$ cat src/rtl/ecd_wb_stream_bridge_if.sv
// ecd_wb_stream_bridge_if
//   Wishbone classic slave bundle between the Caravel wrapper and the
//   stream bridge.
//   master : drives cyc/stb/we/sel/adr/dat_i, samples ack/dat_o
//   slave  : samples cyc/stb/we/sel/adr/dat_i, drives ack/dat_o
interface ecd_wb_stream_bridge_if;
  logic        wbs_cyc_i;
  logic        wbs_stb_i;
  logic        wbs_we_i;
  logic [3:0]  wbs_sel_i;
  logic [31:0] wbs_adr_i;
  logic [31:0] wbs_dat_i;
  logic        wbs_ack_o;
  logic [31:0] wbs_dat_o;

  modport master (
    output wbs_cyc_i, wbs_stb_i, wbs_we_i, wbs_sel_i, wbs_adr_i, wbs_dat_i,
    input  wbs_ack_o, wbs_dat_o
  );

  modport slave (
    input  wbs_cyc_i, wbs_stb_i, wbs_we_i, wbs_sel_i, wbs_adr_i, wbs_dat_i,
    output wbs_ack_o, wbs_dat_o
  );
endinterface

$ cat src/rtl/ecd_wb_stream_bridge.sv
// ecd_wb_stream_bridge
//   Wishbone slave exposing a CPU->logic TX byte FIFO and a logic->CPU RX
//   byte FIFO, plus three level interrupts.
//   Ports:
//     wb_clk_i, wb_rst_i : clock, asynchronous active-high reset
//     wb                 : Wishbone slave bundle (registered ack and data)
//     tx_data/tx_valid/tx_ready : TX stream out
//     rx_data/rx_valid   : RX push strobe in (no back-pressure)
//     irq[2:0]           : registered interrupts (rx-nonempty, tx-empty, ovf)
//   Registers (offset = adr[3:2]): 0 DATA, 1 STATUS, 2 IRQ_EN, 3 IRQ_STAT.
//
//   Handshake: the TX stream transfers one byte on every rising edge where
//   tx_valid and tx_ready are both high; tx_valid never depends on
//   tx_ready, and tx_data is stable while tx_valid is high and not taken.
//   rx_valid is a push strobe with no ready: a byte arriving while RX is
//   full is dropped and recorded in rx_ovf.
module ecd_wb_stream_bridge #(
  parameter int          DEPTH    = 16,
  parameter logic [31:0] BASE_ADR = 32'h3000_0000
) (
  input  logic                   wb_clk_i,
  input  logic                   wb_rst_i,
  ecd_wb_stream_bridge_if.slave  wb,
  output logic [7:0]             tx_data,
  output logic                   tx_valid,
  input  logic                   tx_ready,
  input  logic [7:0]             rx_data,
  input  logic                   rx_valid,
  output logic [2:0]             irq
);
  localparam int PW = $clog2(DEPTH);
  localparam int CW = PW + 1;

  logic          ack_q;
  logic [31:0]   dat_q;
  logic [2:0]    irq_en;
  logic [1:0]    irq_stat;    // {tx_ovf, rx_ovf}

  logic [7:0]    tx_mem [DEPTH];
  logic [PW-1:0] tx_wr_ptr, tx_rd_ptr;
  logic [CW-1:0] tx_cnt;
  logic [7:0]    rx_mem [DEPTH];
  logic [PW-1:0] rx_wr_ptr, rx_rd_ptr;
  logic [CW-1:0] rx_cnt;

  // Decode. Gating with ack_q makes a strobe held through the ack cycle
  // complete only once, so back-to-back accesses take two cycles each.
  logic       hit, wr_acc, rd_acc;
  logic [1:0] off;
  assign hit    = wb.wbs_cyc_i & wb.wbs_stb_i & ~ack_q &
                  (wb.wbs_adr_i[31:4] == BASE_ADR[31:4]);
  assign off    = wb.wbs_adr_i[3:2];
  assign wr_acc = hit & wb.wbs_we_i;
  assign rd_acc = hit & ~wb.wbs_we_i;

  // Full/empty come from the count before this edge's updates.
  logic tx_full, tx_empty, rx_full, rx_empty;
  assign tx_full  = (tx_cnt == CW'(DEPTH));
  assign tx_empty = (tx_cnt == '0);
  assign rx_full  = (rx_cnt == CW'(DEPTH));
  assign rx_empty = (rx_cnt == '0);

  logic tx_push_req, tx_push, tx_pop, rx_push, rx_pop;
  assign tx_push_req = wr_acc & (off == 2'd0) & wb.wbs_sel_i[0];
  assign tx_push     = tx_push_req & ~tx_full;   // full: dropped even if popping
  assign tx_pop      = ~tx_empty & tx_ready;
  assign rx_push     = rx_valid & ~rx_full;      // full: dropped even if popping
  assign rx_pop      = rd_acc & (off == 2'd0) & ~rx_empty;

  assign tx_valid = ~tx_empty;
  assign tx_data  = tx_mem[tx_rd_ptr];

  always_ff @(posedge wb_clk_i or posedge wb_rst_i) begin
    if (wb_rst_i) begin
      tx_wr_ptr <= '0;
      tx_rd_ptr <= '0;
      tx_cnt    <= '0;
      for (int i = 0; i < DEPTH; i++) tx_mem[i] <= '0;
    end else begin
      if (tx_push) begin
        tx_mem[tx_wr_ptr] <= wb.wbs_dat_i[7:0];
        tx_wr_ptr         <= tx_wr_ptr + 1'b1;
      end
      if (tx_pop) tx_rd_ptr <= tx_rd_ptr + 1'b1;
      tx_cnt <= tx_cnt + CW'(tx_push) - CW'(tx_pop);
    end
  end

  always_ff @(posedge wb_clk_i or posedge wb_rst_i) begin
    if (wb_rst_i) begin
      rx_wr_ptr <= '0;
      rx_rd_ptr <= '0;
      rx_cnt    <= '0;
      for (int i = 0; i < DEPTH; i++) rx_mem[i] <= '0;
    end else begin
      if (rx_push) begin
        rx_mem[rx_wr_ptr] <= rx_data;
        rx_wr_ptr         <= rx_wr_ptr + 1'b1;
      end
      if (rx_pop) rx_rd_ptr <= rx_rd_ptr + 1'b1;
      rx_cnt <= rx_cnt + CW'(rx_push) - CW'(rx_pop);
    end
  end

  // Counts are placed at [12:8] and [20:16]; fields fit for DEPTH <= 16.
  logic [31:0] status, rdata;
  always_comb begin
    status              = '0;
    status[0]           = tx_full;
    status[1]           = tx_empty;
    status[2]           = rx_full;
    status[3]           = rx_empty;
    status[8  +: CW]    = tx_cnt;
    status[16 +: CW]    = rx_cnt;
  end

  always_comb begin
    rdata = '0;
    unique case (off)
      2'd0:    rdata = rx_empty ? 32'h0 : {1'b1, 23'b0, rx_mem[rx_rd_ptr]};
      2'd1:    rdata = status;
      2'd2:    rdata = {29'b0, irq_en};
      default: rdata = {30'b0, irq_stat};
    endcase
  end

  // Overflow flags are sticky; a set in the same edge as a W1C wins.
  logic [1:0] stat_set, stat_clr;
  assign stat_set = {tx_push_req & tx_full, rx_valid & rx_full};
  assign stat_clr = (wr_acc && off == 2'd3 && wb.wbs_sel_i[0]) ?
                    wb.wbs_dat_i[1:0] : 2'b00;

  always_ff @(posedge wb_clk_i or posedge wb_rst_i) begin
    if (wb_rst_i) begin
      ack_q    <= 1'b0;
      dat_q    <= '0;
      irq_en   <= '0;
      irq_stat <= '0;
      irq      <= '0;
    end else begin
      ack_q    <= hit;
      dat_q    <= rd_acc ? rdata : 32'h0;
      if (wr_acc && off == 2'd2 && wb.wbs_sel_i[0]) irq_en <= wb.wbs_dat_i[2:0];
      irq_stat <= (irq_stat & ~stat_clr) | stat_set;
      // Sampled from current state, so irq trails FIFO changes by one edge.
      irq      <= {irq_en[2] & (|irq_stat), irq_en[1] & tx_empty,
                   irq_en[0] & ~rx_empty};
    end
  end

  assign wb.wbs_ack_o = ack_q;
  assign wb.wbs_dat_o = dat_q;

  wire unused_bits = ^{wb.wbs_sel_i[3:1], wb.wbs_adr_i[1:0],
                       wb.wbs_dat_i[31:8]};
endmodule

$ cat src/flat_wrapper.sv
// flat-port wrapper written by rule: the top's interface ports become plain ports
module ecd_wb_stream_bridge_flat 
#(
  parameter int          DEPTH    = 16,
  parameter logic [31:0] BASE_ADR = 32'h3000_0000
)
  (wb_clk_i, wb_rst_i, tx_data, tx_valid, tx_ready, rx_data, rx_valid, irq, wb_wbs_cyc_i, wb_wbs_stb_i, wb_wbs_we_i, wb_wbs_sel_i, wb_wbs_adr_i, wb_wbs_dat_i, wb_wbs_ack_o, wb_wbs_dat_o);
  ecd_wb_stream_bridge_if wb_i ();
  input  logic wb_clk_i;
  input  logic wb_rst_i;
  output logic [7:0] tx_data;
  output logic tx_valid;
  input  logic tx_ready;
  input  logic [7:0] rx_data;
  input  logic rx_valid;
  output logic [2:0] irq;
  input wire logic [$bits(wb_i.wbs_cyc_i)-1:0] wb_wbs_cyc_i;
  input wire logic [$bits(wb_i.wbs_stb_i)-1:0] wb_wbs_stb_i;
  input wire logic [$bits(wb_i.wbs_we_i)-1:0] wb_wbs_we_i;
  input wire logic [$bits(wb_i.wbs_sel_i)-1:0] wb_wbs_sel_i;
  input wire logic [$bits(wb_i.wbs_adr_i)-1:0] wb_wbs_adr_i;
  input wire logic [$bits(wb_i.wbs_dat_i)-1:0] wb_wbs_dat_i;
  output wire logic [$bits(wb_i.wbs_ack_o)-1:0] wb_wbs_ack_o;
  output wire logic [$bits(wb_i.wbs_dat_o)-1:0] wb_wbs_dat_o;
  assign wb_i.wbs_cyc_i = wb_wbs_cyc_i;
  assign wb_i.wbs_stb_i = wb_wbs_stb_i;
  assign wb_i.wbs_we_i = wb_wbs_we_i;
  assign wb_i.wbs_sel_i = wb_wbs_sel_i;
  assign wb_i.wbs_adr_i = wb_wbs_adr_i;
  assign wb_i.wbs_dat_i = wb_wbs_dat_i;
  assign wb_wbs_ack_o = wb_i.wbs_ack_o;
  assign wb_wbs_dat_o = wb_i.wbs_dat_o;
  ecd_wb_stream_bridge #(.DEPTH(DEPTH), .BASE_ADR(BASE_ADR)) u_core (.wb_clk_i(wb_clk_i), .wb_rst_i(wb_rst_i), .wb(wb_i), .tx_data(tx_data), .tx_valid(tx_valid), .tx_ready(tx_ready), .rx_data(rx_data), .rx_valid(rx_valid), .irq(irq));
endmodule
$ cat config.mk
export PLATFORM = sky130hd
export DESIGN_NAME = ecd_wb_stream_bridge_flat
export DESIGN_NICKNAME = d
export VERILOG_FILES = /design/src/rtl/ecd_wb_stream_bridge_if.sv /design/src/rtl/ecd_wb_stream_bridge.sv /design/src/flat_wrapper.sv
export SDC_FILE = /design/constraint.sdc
export NUM_CORES = 1
export LEC_CHECK = 0
export ABC_AREA = 1
export CORE_MARGIN = 4
export CORE_UTILIZATION = 55
export CTS_BUF_LIST = sky130_fd_sc_hd__clkbuf_4
export CTS_CLUSTER_DIAMETER = 60
export DETAILED_ROUTE_END_ITERATION = 10
export HOLD_SLACK_MARGIN = 0.05
export MAX_ROUTING_LAYER = met4
export PLACE_DENSITY_LB_ADDON = 0.2
export SLEW_MARGIN = 20
export SYNTH_ARGS = -nofsm -noshare
export SYNTH_HDL_FRONTEND = slang
export SYNTH_SLANG_ARGS = --single-unit
$ cat constraint.sdc
create_clock -name wb_clk_i -period 14.4 [get_ports wb_clk_i]
set_input_delay 2.16 -clock wb_clk_i [delete_from_list [all_inputs] [get_ports wb_clk_i]]
set_output_delay 2.16 -clock wb_clk_i [all_outputs]
set_load 0.01 [all_outputs]
==> metrics.md, run 1 <==
| Metric | Value |
|---|---|
| Max rail drop VDD | 114 uV |
| Vias in the first global route | 12700 |
| Crit path from | u_core.tx_rd_ptr[0] |
| Average wire per standard cell | 16.7 um |
| Worst Path Required | 12240 ps |
| Placed Instances | ~2200 |
| Max Cap Viol | 0 |
| Clk_skew | 69.4 ps |
| Io pins | 128 |
| Initial DRC count | around 1000 |
| Non-filler cells, final | 2331 |
| Synth Cell Area | 15300 sq um |
| Routability cong. | 0.804 |
| Via count | 12800 |
| Worst-path maximum fanout | 85 |
| CTS tree | done |
| Share of flip-flops with an asynchronous set or reset | 1.00 |
| Final ANT Viol Nets | 0 |
| Hold Crit Start | u_core.tx_mem[125] |
| Tot Pwr | 2.72 mW |
| Die area | between 30000 and 40000 sq um |
| Clock root cell | clkbuf_4 |
| Placed inst area | 16100 sq um |
| Synth Register Bits | 310 |
| Setup_tns | 0 ps |
| Number of flops mapped to enable cells by yosys | 0 |
| Worst-Margin Slew | approximately 1100 ps |
| Global-route usage over all layers | 0.265 |
| Min-delay worst type | flop to flop |
| Largest cells by area after synthesis | dfrtp_1 51%, nand2_1 12%, o21ai_0 8.1%, nand3_1 5.9%, nor2_1 3.3% |
| FF-to-FF Start | u_core.wb.wbs_ack_o |
| Die height | around 170 um |
| Clk pin slew, worst setup/hold paths | 60 ps |
| Pin count of the biggest net entering global routing | 187 |
| Pre-antenna DRT Iters | 5 |
| Starting density of the core | 0.563 |
| Share of post-route cells with drive strength above 1 | 0.0879 |
| Leakage | between 8 and 9 nW |
| Max Slew Vio Count | 0 |
| CP endpoint kind | output pin |
| Worst setup SP type | flop |
| Hold Fails Final Rpt | 0 |
| Sequential cell area | 7760 sq um |
| CTS H-tree lvls | 3 |
| Post-synth top flop | dfrtp_1 |
| Fill count | 2390 |
| Via density | 5.49 |
| Warnings from Yosys | 0 |
| HPWL Detailed | 23.5 mm |
| Port bufs | 85 |
| Min Clock Period, post-route | between 5000 and 6000 ps |
| Core area | 27200 sq um |
| Postcts setup bufs | 0 |
| TritonCTS buffer count | 81 |
| Commonest non-fill, non-tap cells in the layout | 484 x nand2_1, 308 x dfrtp_1, 248 x o21ai_0, 181 x nand3_1, 135 x nor2_1 |
| Synthesis-to-layout area growth | 12.2% |
| Status | finished clean |
| Area of the multi-input gates | 6450 sq um |
| Post-CTS sizing | 0 |
| Nets | 2007 |
| Synth Area per Inst | 8.33 sq um |
| DIE WIDTH | 175 um |
| Yosys cell types | 33 |
| Slew margin rel. | 0.266 |
| Cells after Synth | 1836 |
| Clk buf depth | 3 |
| Grt ovf | 0 |
| Fin crit share | 0.393 |
| Number of clock sinks | 310 |
| Post-route cell area | about 17000 sq um |
| DRT Wirelength | ~40 mm |
| Synth top area share | 0.507 |
| Commonest non-fill, non-tap cell in the layout | nand2_1 |
| Cell Rows | 60 |
| Drt drc | 0 |
| RSZ-0062 raised after global routing | no |
| Power density over the cells | 158 nW/um^2 |
| Clock Latency Late Sink | 720 ps |
| Register area share after synthesis | 0.507 |
| Area leader, netlist | dfrtp_1 |
| CP Class | flop to output pin |
| Final setup vio count | 0 |
| Finished Core Util | 0.632 |
| Initial antenna violation count | 2 |
| Critical path arrival | 3500 ps |
| First-pass GRT wire length | ~64 mm |
| Fmax | 177 MHz |
| # hold bufs at CTS | 0 |
-- worst max-delay path, cell delays in order, from the launching register on --
cell	delay, ps
dfrtp_4	520
buf_4	840
a21oi_1	140
o21ai_0	110
o21ai_0	170
o211ai_1	340
nand2_1	130
clkdlybuf4s50_1	500
-- routing by layer --
| layer | GRT usage | part of all wire |
|---|---|---|
| met1 | 0.332 | 0.42 |
| met2 | 0.433 | 0.49 |
| met3 | 0.0448 | 0.058 |
| met4 | 0.105 | 0.034 |
| met5 | - | 0 |
-- sequential cells by signal (all words and copies together) (netlist names) --
| name | cells |
|---|---|
| u_core.rx_mem | 128 |
| u_core.tx_mem | 128 |
| u_core.wb.wbs_dat_o | 19 |
| u_core.rx_cnt | 5 |
| u_core.tx_cnt | 5 |
| u_core.rx_rd_ptr | 4 |
| u_core.rx_wr_ptr | 4 |
| u_core.tx_rd_ptr | 4 |
| u_core.tx_wr_ptr | 4 |
| u_core.irq | 3 |
| u_core.irq_en | 3 |
| u_core.irq_stat | 2 |
| u_core.wb.wbs_ack_o | 1 |
-- cells by family (layout without fill, tap and decap cells) --
group / count (synthesis) / count (layout) / share of synthesized area
other: 1 / 15 / 0.000245
adders and majority gates: 24 / 24 / 0.0206
and+or+nand+nor: 853 / 853 / 0.244
muxes: 32 / 32 / 0.0209
DFF: 310 / 310 / 0.507
xor gates and xnor gates: 19 / 19 / 0.0109
buffers and inverters: 249 / 358 / 0.0739
AOI/OAI and AO/OA: 348 / 348 / 0.122
-- cell type report --
| type | count | share of cell area |
|---|---|---|
| sequential | 310 | 0.452 |
| multi-input combinational | 1289 | 0.376 |
| timing repair buffer | 97 | 0.0567 |
| clock buffer | 124 | 0.0542 |
| tap | 372 | 0.0271 |
| inverter | 121 | 0.0269 |
| clock inverter | 16 | 0.00656 |
| antenna | 2 | 0.000292 |
-- cells in the mapped netlist, types with 22 or more instances --
master      n
nand2_1   484
ha_1       22
nor2_1    135
inv_1     114
mux2i_1    32
dfrtp_1   310
nand3_1   181
o211ai_1   40
o21ai_0   248
buf_2      32
clkbuf_1   62
a21oi_1    42
-- final timing paths --
kind,to,slack (ps),cells past startpoint
setup / recovery,tx_data[4],8750,7
max in group asynchronous,u_core.tx_rd_ptr[0],10850,4
hold reg to reg,u_core.tx_mem[125],470,2
hold / removal,u_core.tx_mem[125],470,2
min in group asynchronous,u_core.tx_mem[84],2000,2
setup reg to reg,u_core.rx_cnt[4],11120,15
-- power breakdown --
group	switching (mW)	total (mW)	internal, mW
logic	0.454	0.749	0.295
registers	0.125	1.19	1.06
clock network	0.369	0.779	0.410
-- per-stage QoR --
stage / worst slack (ps) / hold slack (ps)
3_3_place_gp: 8910 / 448
2_1_floorplan: 3670 / 437
3_5_place_dp: 8870 / 453
5_1_grt: 8540 / 491
6_report: 8750 / 466
4_1_cts: 8730 / 468
Note: power is estimated with default switching activity, not from simulation.
==> inputs of run 2 (changes only) <==
clock period = 4.95 ns   (was 14.4 ns; I/O delays follow)
==> run 2 against run 1 <==
Hold slack worse by 0.58 ps. Global-route usage is 0.052 points lower. Utilization up 0.16 points. Clock power grew to 3.0 times the previous value. Non-clock buffer count increased by 4. Clock skew decreased by 8.1 ps. Sequential power grew to 2.9 times the previous value. Power grew to 2.9 times the previous value. Largest cell class unchanged. Register-to-register slack worse by 9400 ps. Critical path depth unchanged.
==> metrics.md, run 2 (synthesis gave the netlist of run 1 again) <==
| Metric | Value |
|---|---|
| Placed inst area | roughly 16000 sq um |
| Clock Latency Late Sink | 750 ps |
| Clk pin slew, worst setup/hold paths | 70 ps |
| Hold Fails Final Rpt | 0 |
| Core area | 27200 sq um |
| Crit-path slowest cell | dfrtp_4 |
| Min Clock Period, post-route | 4020 ps |
| Synthesis-to-layout area growth | 12.5% |
| Worst setup SP type | flop |
| CTS H-tree lvls | 3 |
| Post-route cell area | 17200 sq um |
| Io pins | 128 |
| Power density over the cells | 461 nW/um^2 |
| Die area | 30500 sq um |
| Fin crit share | 0.812 |
| FF-to-FF Start | u_core.wb.wbs_ack_o |
| Finished Core Util | 0.633 |
| Max Cap Viol | 0 |
| Via density | 5.48 |
| CTS tree | done |
| HPWL Detailed | 23.8 mm |
| Starting density of the core | 0.563 |
| Postcts setup bufs | 0 |
| Port bufs | 85 |
| Worst path bufs/invs | 2 |
| Initial antenna violation count | 1 |
| Reg2Reg Depth | 15 |
| Die height | 175 um |
| Setup WS post-layout | a little over 900 ps |
| Post-CTS sizing | 0 |
| Drt drc | 0 |
| Final setup vio count | 0 |
| TritonCTS buffer count | 84 |
| Delay of the slowest critical-path stage | 940 ps |
| CP Class | flop to output pin |
| # hold bufs at CTS | 0 |
| Worst-Margin Slew | between 900 and 1000 ps |
| Pin count of the biggest net entering global routing | 139 |
| Max Slew Vio Count | 0 |
| Number of clock sinks | 310 |
| Post-place setup slack | 865 ps |
| Clk buf depth | 3 |
| Slew margin rel. | 0.337 |
| Setup_tns | 0 ps |
| First-pass GRT wire length | 64.4 mm |
| Critical path arrival | 3280 ps |
| Non-filler cells, final | ~2300 |
| Commonest non-fill, non-tap cell in the layout | nand2_1 |
| DIE WIDTH | 175 um |
| Worst path cell trace | buf_4, a21oi_1, o21ai_0, o21ai_0, o211ai_1, nand2_1, clkdlybuf4s50_1 |
| DRT Wirelength | 38.9 mm |
| Placed Instances | 2193 |
| Leakage | 8.46 nW |
| Max rail drop VDD | 266 uV |
| Worst-path maximum fanout | 63 |
| Global-route usage over all layers | 0.264 |
| Worst Path Required | 4210 ps |
| Minimum hold slack | 465 ps |
| Tot Pwr | 7.93 mW |
| Average wire per standard cell | 16.6 um |
| Most frequent cell on the critical path | o21ai_0 |
| Min-delay worst type | input pin to async pin |
| Initial DRC count | 1025 |
| Vias in the first global route | 12600 |
| Delay-heaviest family, CP | flip-flops |
| Status | finished clean |
| Grt ovf | 0 |
| Commonest non-fill, non-tap cells in the layout | 484 x nand2_1, 308 x dfrtp_1, 248 x o21ai_0, 181 x nand3_1, 135 x nor2_1 |
| Final ANT Viol Nets | 0 |
| Share of post-route cells with drive strength above 1 | 0.0910 |
| Pre-antenna DRT Iters | 6 |
| Cell Rows | 60 |
| Clk_skew | 61.3 ps |
| R2R setup slack | 1730 ps |
| Via count | 12800 |
| Reg-to-reg endpoint | u_core.rx_cnt[4] |
| CP endpoint kind | output pin |
| Fmax | 249 MHz |
| RSZ-0062 raised after global routing | no |
| Clock root cell | clkbuf_4 |
| Routability cong. | 0.862 |
| Nets | 2014 |
==> run 2: changes by cell type in the layout (fill, tap and decap cells not counted), sizes merged <==
| cell | change |
|---|---|
| buf | +4 |
| clkbuf | +3 |
| clkinv | +3 |
| clkinvlp | -1 |
| diode | -1 |
==> run 2: layout make-up <==
cell class / instances / area (sq um)
diodes: 1 / 2.50
clock buffers: 127 / 953
clock inverters: 18 / 118
fillers: 2416 / 9970
inverters: 121 / 458
multi-input cells: 1289 / 6450
flip-flops and latches: 310 / 7760
well taps: 372 / 465
repair buffers: 101 / 996
==> run 2: metal layers <==
metal  share of wire  GRT usage  up-vias
li1                -          -     6196
met1            0.42      0.329     6067
met2            0.49      0.434      452
met3           0.063     0.0457       99
met4           0.033      0.106        0
met5               0          -        -
==> run 2: report_power, final <==
group	switching, mW	total (mW)	internal, mW
logic	1.27	2.13	0.860
registers	0.406	3.50	3.10
clock network	1.08	2.30	1.22
==> run 2: worst register-to-register path: cells and delay by family (launching register included) <==
family | cells | cell delay (ps)
and+or+nand+nor | 7 | 1290
adders and majority gates | 3 | 860
DFF | 1 | 410
AOI/OAI and AO/OA | 2 | 300
xor gates and xnor gates | 1 | 150
buffers and inverters | 2 | 120
==> run 2: how the worst max path moves through the flow <==
stage | startpoint | end | slack (ps) | cells after the start
6_report | u_core.tx_rd_ptr[0] | tx_data[4] | 930 | 7
2_1_floorplan | wb_rst_i | u_core.irq[0] | 80 | 1
3_3_place_gp | wb_wbs_adr_i[28] | u_core.rx_cnt[4] | 930 | 17
4_1_cts | u_core.tx_rd_ptr[0] | tx_data[4] | 930 | 7
3_5_place_dp | wb_wbs_adr_i[28] | u_core.rx_cnt[4] | 870 | 17
5_1_grt | u_core.tx_rd_ptr[0] | tx_data[4] | 760 | 7
==> inputs of run 3 (changes only) <==
clock period = 4.1 ns   (was 4.95 ns; I/O delays follow)
==> run 3 against run 2 <==
Non-clock buffer count rose by 7. Sequential power rose by 22%. Hold slack got worse by 160 ps. Wire length rose by 2.2%. Die area did not move. Combinational power rose by 20%. Clock power rose by 19%. Power rose by 20%. Critical path depth fell by 1. Critical path type unchanged. Critical endpoint is now tx_data[7]. Largest cell class unchanged. Highest routed layer unchanged.
==> metrics.md, run 3 (synthesis gave the netlist of run 1 again) <==
| Metric | Value |
|---|---|
| Tot Pwr | 9.55 mW |
| Delay of the slowest critical-path stage | 1060 ps |
| RSZ-0062 raised after global routing | no |
| CTS tree | done |
| Max rail drop VDD | 320 uV |
| Slew margin rel. | 0.340 |
| Power density over the cells | 554 nW/um^2 |
| Nets | 2019 |
| # hold bufs at CTS | 0 |
| Average wire per standard cell | roughly 17 um |
| Number of clock sinks | 310 |
| Cell Rows | 60 |
| Delay-heaviest family, CP | flip-flops |
| Clk pwr share | 0.286 |
| DIE WIDTH | 175 um |
| Postcts setup bufs | 0 |
| Initial DRC count | 1283 |
| Fmax | 254 MHz |
| Clock root cell | clkbuf_4 |
| Initial antenna violation count | 1 |
| P_int | around 6.2 mW |
| Commonest non-fill, non-tap cell in the layout | nand2_1 |
| Grt ovf | 0 |
| First-pass GRT wire length | 65.4 mm |
| DRT Wirelength | between 30 and 40 mm |
| Reg-to-reg endpoint | u_core.tx_cnt[4] |
| Critical Path End | tx_data[7] |
| Worst path cell trace | buf_4, mux2i_1, o211ai_1, o211ai_1, nand2_1, clkdlybuf4s50_1 |
| Share of post-route cells with drive strength above 1 | 0.0916 |
| Crit-path slowest cell | dfrtp_4 |
| Placed Instances | 2200 |
| Via count | roughly 13000 |
| Reg2Reg Depth | 13 |
| Starting density of the core | 0.563 |
| Status | finished clean |
| Logic depth of the worst path, buffers included | 6 |
| Hold Fails Final Rpt | 0 |
| Fin crit share | 0.959 |
| Port bufs | 85 |
| Combinational group share of total power | 0.268 |
| Global-route usage over all layers | 0.268 |
| Max Cap Viol | 0 |
| Sw Pwr | between 3 and 4 mW |
| Core area | roughly 27000 sq um |
| Leakage | 8.47 nW |
| Critical path arrival | ~3300 ps |
| Worst-Margin Slew | a little under 1000 ps |
| Synthesis-to-layout area growth | 12.6% |
| Clk pin slew, worst setup/hold paths | 70 ps |
| FF-to-FF Start | u_core.tx_cnt[3] |
| CTS H-tree lvls | 3 |
| Finished Core Util | 0.634 |
| Flop pwr share | 0.446 |
| Final setup vio count | 0 |
| Drt drc | 0 |
| Routability cong. | 0.861 |
| CP endpoint kind | output pin |
| Pin count of the biggest net entering global routing | 114 |
| HPWL Detailed | 24.1 mm |
| Clock Latency Late Sink | 710 ps |
| Pre-antenna DRT Iters | 6 |
| Via density | 5.56 |
| Final ANT Viol Nets | 0 |
| Commonest non-fill, non-tap cells in the layout | 484 x nand2_1, 308 x dfrtp_1, 248 x o21ai_0, 181 x nand3_1, 135 x nor2_1 |
| Min-delay worst type | input pin to async pin |
| Io pins | 128 |
| Clk buf depth | 3 |
| Worst Path Required | 3480 ps |
| Die area | 30500 sq um |
| Setup WS post-layout | 167 ps |
| Most frequent cell on the critical path | o211ai_1 |
| Worst-path maximum fanout | 78 |
| CP Class | flop to output pin |
| Max Slew Vio Count | 0 |
| Crit path from | u_core.tx_rd_ptr[0] |
| TritonCTS buffer count | 82 |
| Die height | roughly 170 um |
| R2R setup slack | 1310 ps |
| Min Clock Period, post-route | ~3900 ps |
| Post-place setup slack | 706 ps |
| Worst setup SP type | flop |
| Worst path bufs/invs | 2 |
| Clk_skew | 62.2 ps |
| Vias in the first global route | 12800 |
| Non-filler cells, final | 2340 |
| Switch share | 0.346 |
| Post-CTS sizing | 0 |
-- run 3: changes by cell type in the layout (fill, tap and decap cells not counted), sizes merged --
cell    change
clkinv      -1
diode       +1
buf         +7
bufinv      +1
clkbuf      -7
-- run 3: how the worst min path moves through the flow --
stage	start	to	slack, ps	depth (start not counted)
after global routing	wb_rst_i	u_core.tx_mem[123]	320	2
final	wb_rst_i	u_core.tx_mem[123]	300	2
after CTS	wb_rst_i	u_core.tx_mem[123]	270	2
after global placement	u_core.tx_mem[56]	u_core.tx_mem[56]	450	2
after floorplan	u_core.tx_mem[120]	u_core.tx_mem[120]	440	2
after detailed placement	u_core.tx_mem[27]	u_core.tx_mem[27]	450	2
-- run 3: metal layers --
metal | wire length, um | track usage | up-vias
li1 | - | - | 6199
met1 | 16700 | 0.340 | 6247
met2 | 19500 | 0.439 | 476
met3 | 2380 | 0.0437 | 84
met4 | 1130 | 0.0985 | 0
met5 | 0 | - | -
-- run 3: final cells by class --
| cell class | instances | area, sq um |
|---|---|---|
| antenna | 2 | 5.00 |
| clock buffer | 120 | 901 |
| clock inverter | 18 | 136 |
| fill | 2425 | 9950 |
| inverter | 121 | 458 |
| multi-input combinational | 1289 | 6450 |
| sequential | 310 | 7760 |
| tap | 372 | 465 |
| timing repair buffer | 108 | 1050 |
-- run 3: per-stage QoR --
stage | cell area, sq um | setup TNS [ps] | hold slack (ps)
2_1_floorplan | 15300 | -199000 | 437
3_3_place_gp | 16200 | 0 | 448
6_report | 17200 | 0 | 302
4_1_cts | 17200 | 0 | 271
3_5_place_dp | 16200 | 0 | 453
5_1_grt | 17200 | 0 | 316
-- run 3: power by group through the flow --
stage | Sequential (mW) | Clock (mW) | Combinational, mW
4_1_cts | 4.25 | 2.80 | 2.57
6_report | 4.26 | 2.73 | 2.56
2_1_floorplan | 4.06 | 0 | 1.96
3_3_place_gp | 4.27 | 0 | 2.47
5_1_grt | 4.34 | 2.96 | 2.91
3_5_place_dp | 4.29 | 0 | 2.56
==> RTL edit, RTL diff (settings of run 3) <==
Reset style: synchronous (`wb_rst_i`), changed in 3 clocked blocks. Comments in the files are not updated.
--- a/src/rtl/ecd_wb_stream_bridge.sv
+++ b/src/rtl/ecd_wb_stream_bridge.sv
@@ -70,7 +70,7 @@
   assign tx_valid = ~tx_empty;
   assign tx_data  = tx_mem[tx_rd_ptr];
 
-  always_ff @(posedge wb_clk_i or posedge wb_rst_i) begin
+  always_ff @(posedge wb_clk_i) begin
     if (wb_rst_i) begin
       tx_wr_ptr <= '0;
       tx_rd_ptr <= '0;
@@ -86,7 +86,7 @@
     end
   end
 
-  always_ff @(posedge wb_clk_i or posedge wb_rst_i) begin
+  always_ff @(posedge wb_clk_i) begin
     if (wb_rst_i) begin
       rx_wr_ptr <= '0;
       rx_rd_ptr <= '0;
@@ -130,7 +130,7 @@
   assign stat_clr = (wr_acc && off == 2'd3 && wb.wbs_sel_i[0]) ?
                     wb.wbs_dat_i[1:0] : 2'b00;
 
-  always_ff @(posedge wb_clk_i or posedge wb_rst_i) begin
+  always_ff @(posedge wb_clk_i) begin
     if (wb_rst_i) begin
       ack_q    <= 1'b0;
       dat_q    <= '0;
Function: differs if wb_rst_i is asserted again (counterexample within 4 cycles, from zero or initial values and one cycle with wb_rst_i high); with wb_rst_i held inactive, the same outputs for 4 cycles.
==> RTL edit against run 3 <==
  * Register-to-register slack worse by 0.23 ns
  * Area after synthesis down 4.1%
  * Critical path depth up 1
  * Routed wire length down 13%
  * Utilization up 0.54 points
  * Sequential cell count up 8
  * Final area down 3.0%
  * Count of clock-buffer cells in the layout up 1
  * Worst setup slack better by 0.30 ns
  * Critical path type unchanged
Power is not compared: it rests on default switching activity, and its combinational part moved more than twofold at a synthesized area within 25%.
==> RTL edit: results (changes against run 3) <==
* Worst hold-check path type: reg -> reg
* CTS max path bufs at 3 (unchanged)
* Post-synth EDFFs at 256 (+256)
* Postcts setup bufs at 0 (unchanged)
* Setup Skew at 0.0305 ns (-0.0317 ns)
* CTS H-tree lvls at 3 (unchanged)
* Asr flop ratio synth at 0% (-100 points)
* Area after DPL at 15,700 um2 (-3.1%)
* GP Congestion at 0.841 (-2.3%)
* Cts bufs inserted at 81 (-1.2%)
* CP delay by family, top: buffers and inverters
* Worst VDD drop at 0.000283 V
* DRT Pass-1 Iters at 6 (unchanged)
* Violation count after the first detailed-route iteration at 976 (-24%)
* Worst slew pin tran at 0.992 ns (+0.00159 ns)
* Vias at 11,000 (-16%)
* Worst-path maximum fanout at 57 (-27%)
* Arr. time, crit path at 3.02 ns (-0.30 ns)
* Post-CTS Resized at 0 (unchanged)
* M2 GR Usage at 36.1% (-7.8 points)
* Met1 Use GR at 34.0% (about the same)
* Post-synth top cells: nor2_1, edfxtp_1, nand2_1, inv_1, o21ai_0
* Yosys warns at 0 (unchanged)
* CP peak stage delay at 0.68 ns (-0.38 ns)
* Initial antenna violation count at 2 (+1)
* Worst-path clk slew at 0.07 ns (about the same)
* Global-route wire length before repair at 54,400 um (-17%)
* Post-DR wirelength/cell at 17.2 um (+1.6%)
* Detailed Place HPWL at 22,600 um (-6.6%)
* Total Nets Final at 1,706 (-16%)
* Avg Cell Area, Syn at 9.83 um2 (+18%)
* R2R Setup Slk at 1.08 ns (-0.23 ns)
* Top cells by area, synth: edfxtp_1, nor2_1, dfxtp_1
* Fill cells at 2,159 (-11%)
* Register area share after synthesis at 60.9% (+10 points)
* Post-synth cell types at 32 (-3.0%)
* Worst path slowest cell: dfxtp_4
* Status: finished clean
* Pin count of the biggest net entering global routing at 63 (-45%)
* Share of cells above drive strength 1 at 10.8% (+1.7 points)
* Tot GR Track Use at 24.2% (-2.6 points)
* Clock Latency Late Sink at 0.68 ns (-0.03 ns)
* Leakage at 6.65 nW
* Met3 usage at 4.85% (+0.48 points)
* Routed wire length at 34,400 um (-13%)
* Root buf cell: clkbuf_4
* Port Buffer Count at 85 (unchanged)
* Inst Count DP at 1,851 (-16%)
RTL edit: cell types whose count changed after synthesis, moves of 15 or more:
cell / before / now
nand2_1: 484 / 147
dfrtp_1: 310 / 0
edfxtp_1: 0 / 256
nor2_1: 135 / 381
nand3_1: 181 / 38
o21ai_0: 248 / 129
dfxtp_1: 0 / 62
inv_1: 114 / 145
a21oi_1: 42 / 63
buf_2: 32 / 11
nor2_2: 6 / 21
RTL edit: worst min-delay path, delay by kind of cell, from the launching register on:
kind	cells	cell delay, ns
AO/OA/AOI/OAI	1	0.06
buffers and inverters	1	0.06
flip-flops	1	0.31
RTL edit: cells by family (layout without fill, tap and decap cells):
kind of cell             count (synthesis)  in the layout  synth area share [%]
AO/OA/AOI/OAI                          257            257                  9.73
other                                    1             14                0.0256
multiplexers                            32             32                  2.18
AND/OR/NAND/NOR                        628            628                  18.5
adder cells (fa/ha/maj)                 24             24                  2.15
flip-flops                             318            318                  60.9
buffers and inverters                  230            386                  6.43
XOR/XNOR                                 2              2                 0.119
RTL edit: per-layer routing:
| metal | part of all wire, % | vias up |
|---|---|---|
| met2 | 45 | 492 |
| met3 | 9.4 | 61 |
| met5 | 0 | - |
| met4 | 1.8 | 0 |
| met1 | 43 | 5139 |
| li1 | - | 5271 |
RTL edit: final cells by class:
class	count	area, um2	share of cell area (%)
antenna	1	2.50	0.0150
clock buffer	121	908	5.44
clock inverter	23	115	0.689
inverter	146	548	3.28
multi-input combinational	956	4840	28.9
sequential	318	8930	53.5
tap	335	419	2.51
timing repair buffer	96	946	5.66
RTL edit: stage by stage:
stage	setup WS (ns)	hold slack (ns)
after detailed placement	0.511	0.461
after CTS	0.474	0.463
after floorplan	1.38	0.436
after global routing	0.318	0.474
after global placement	0.607	0.453
final	0.467	0.467
RTL edit: path summary, 6_finish.rpt:
kind | start | to | depth (start not counted)
setup / recovery | flop | tx_data[3] | 7
hold / removal | u_core.rx_rd_ptr[3] | flop | 2
setup reg to reg | u_core.rx_cnt[2] | u_core.rx_cnt[4] | 18
hold reg to reg | u_core.rx_rd_ptr[3] | flop | 2
RTL edit: report_power, final:
| part | switching (mW) | total (mW) | internal, mW |
|---|---|---|---|
| combinational | 0.771 | 1.23 | 0.463 |
| clock | 1.26 | 2.67 | 1.41 |
| sequential | 0.113 | 3.77 | 3.66 |
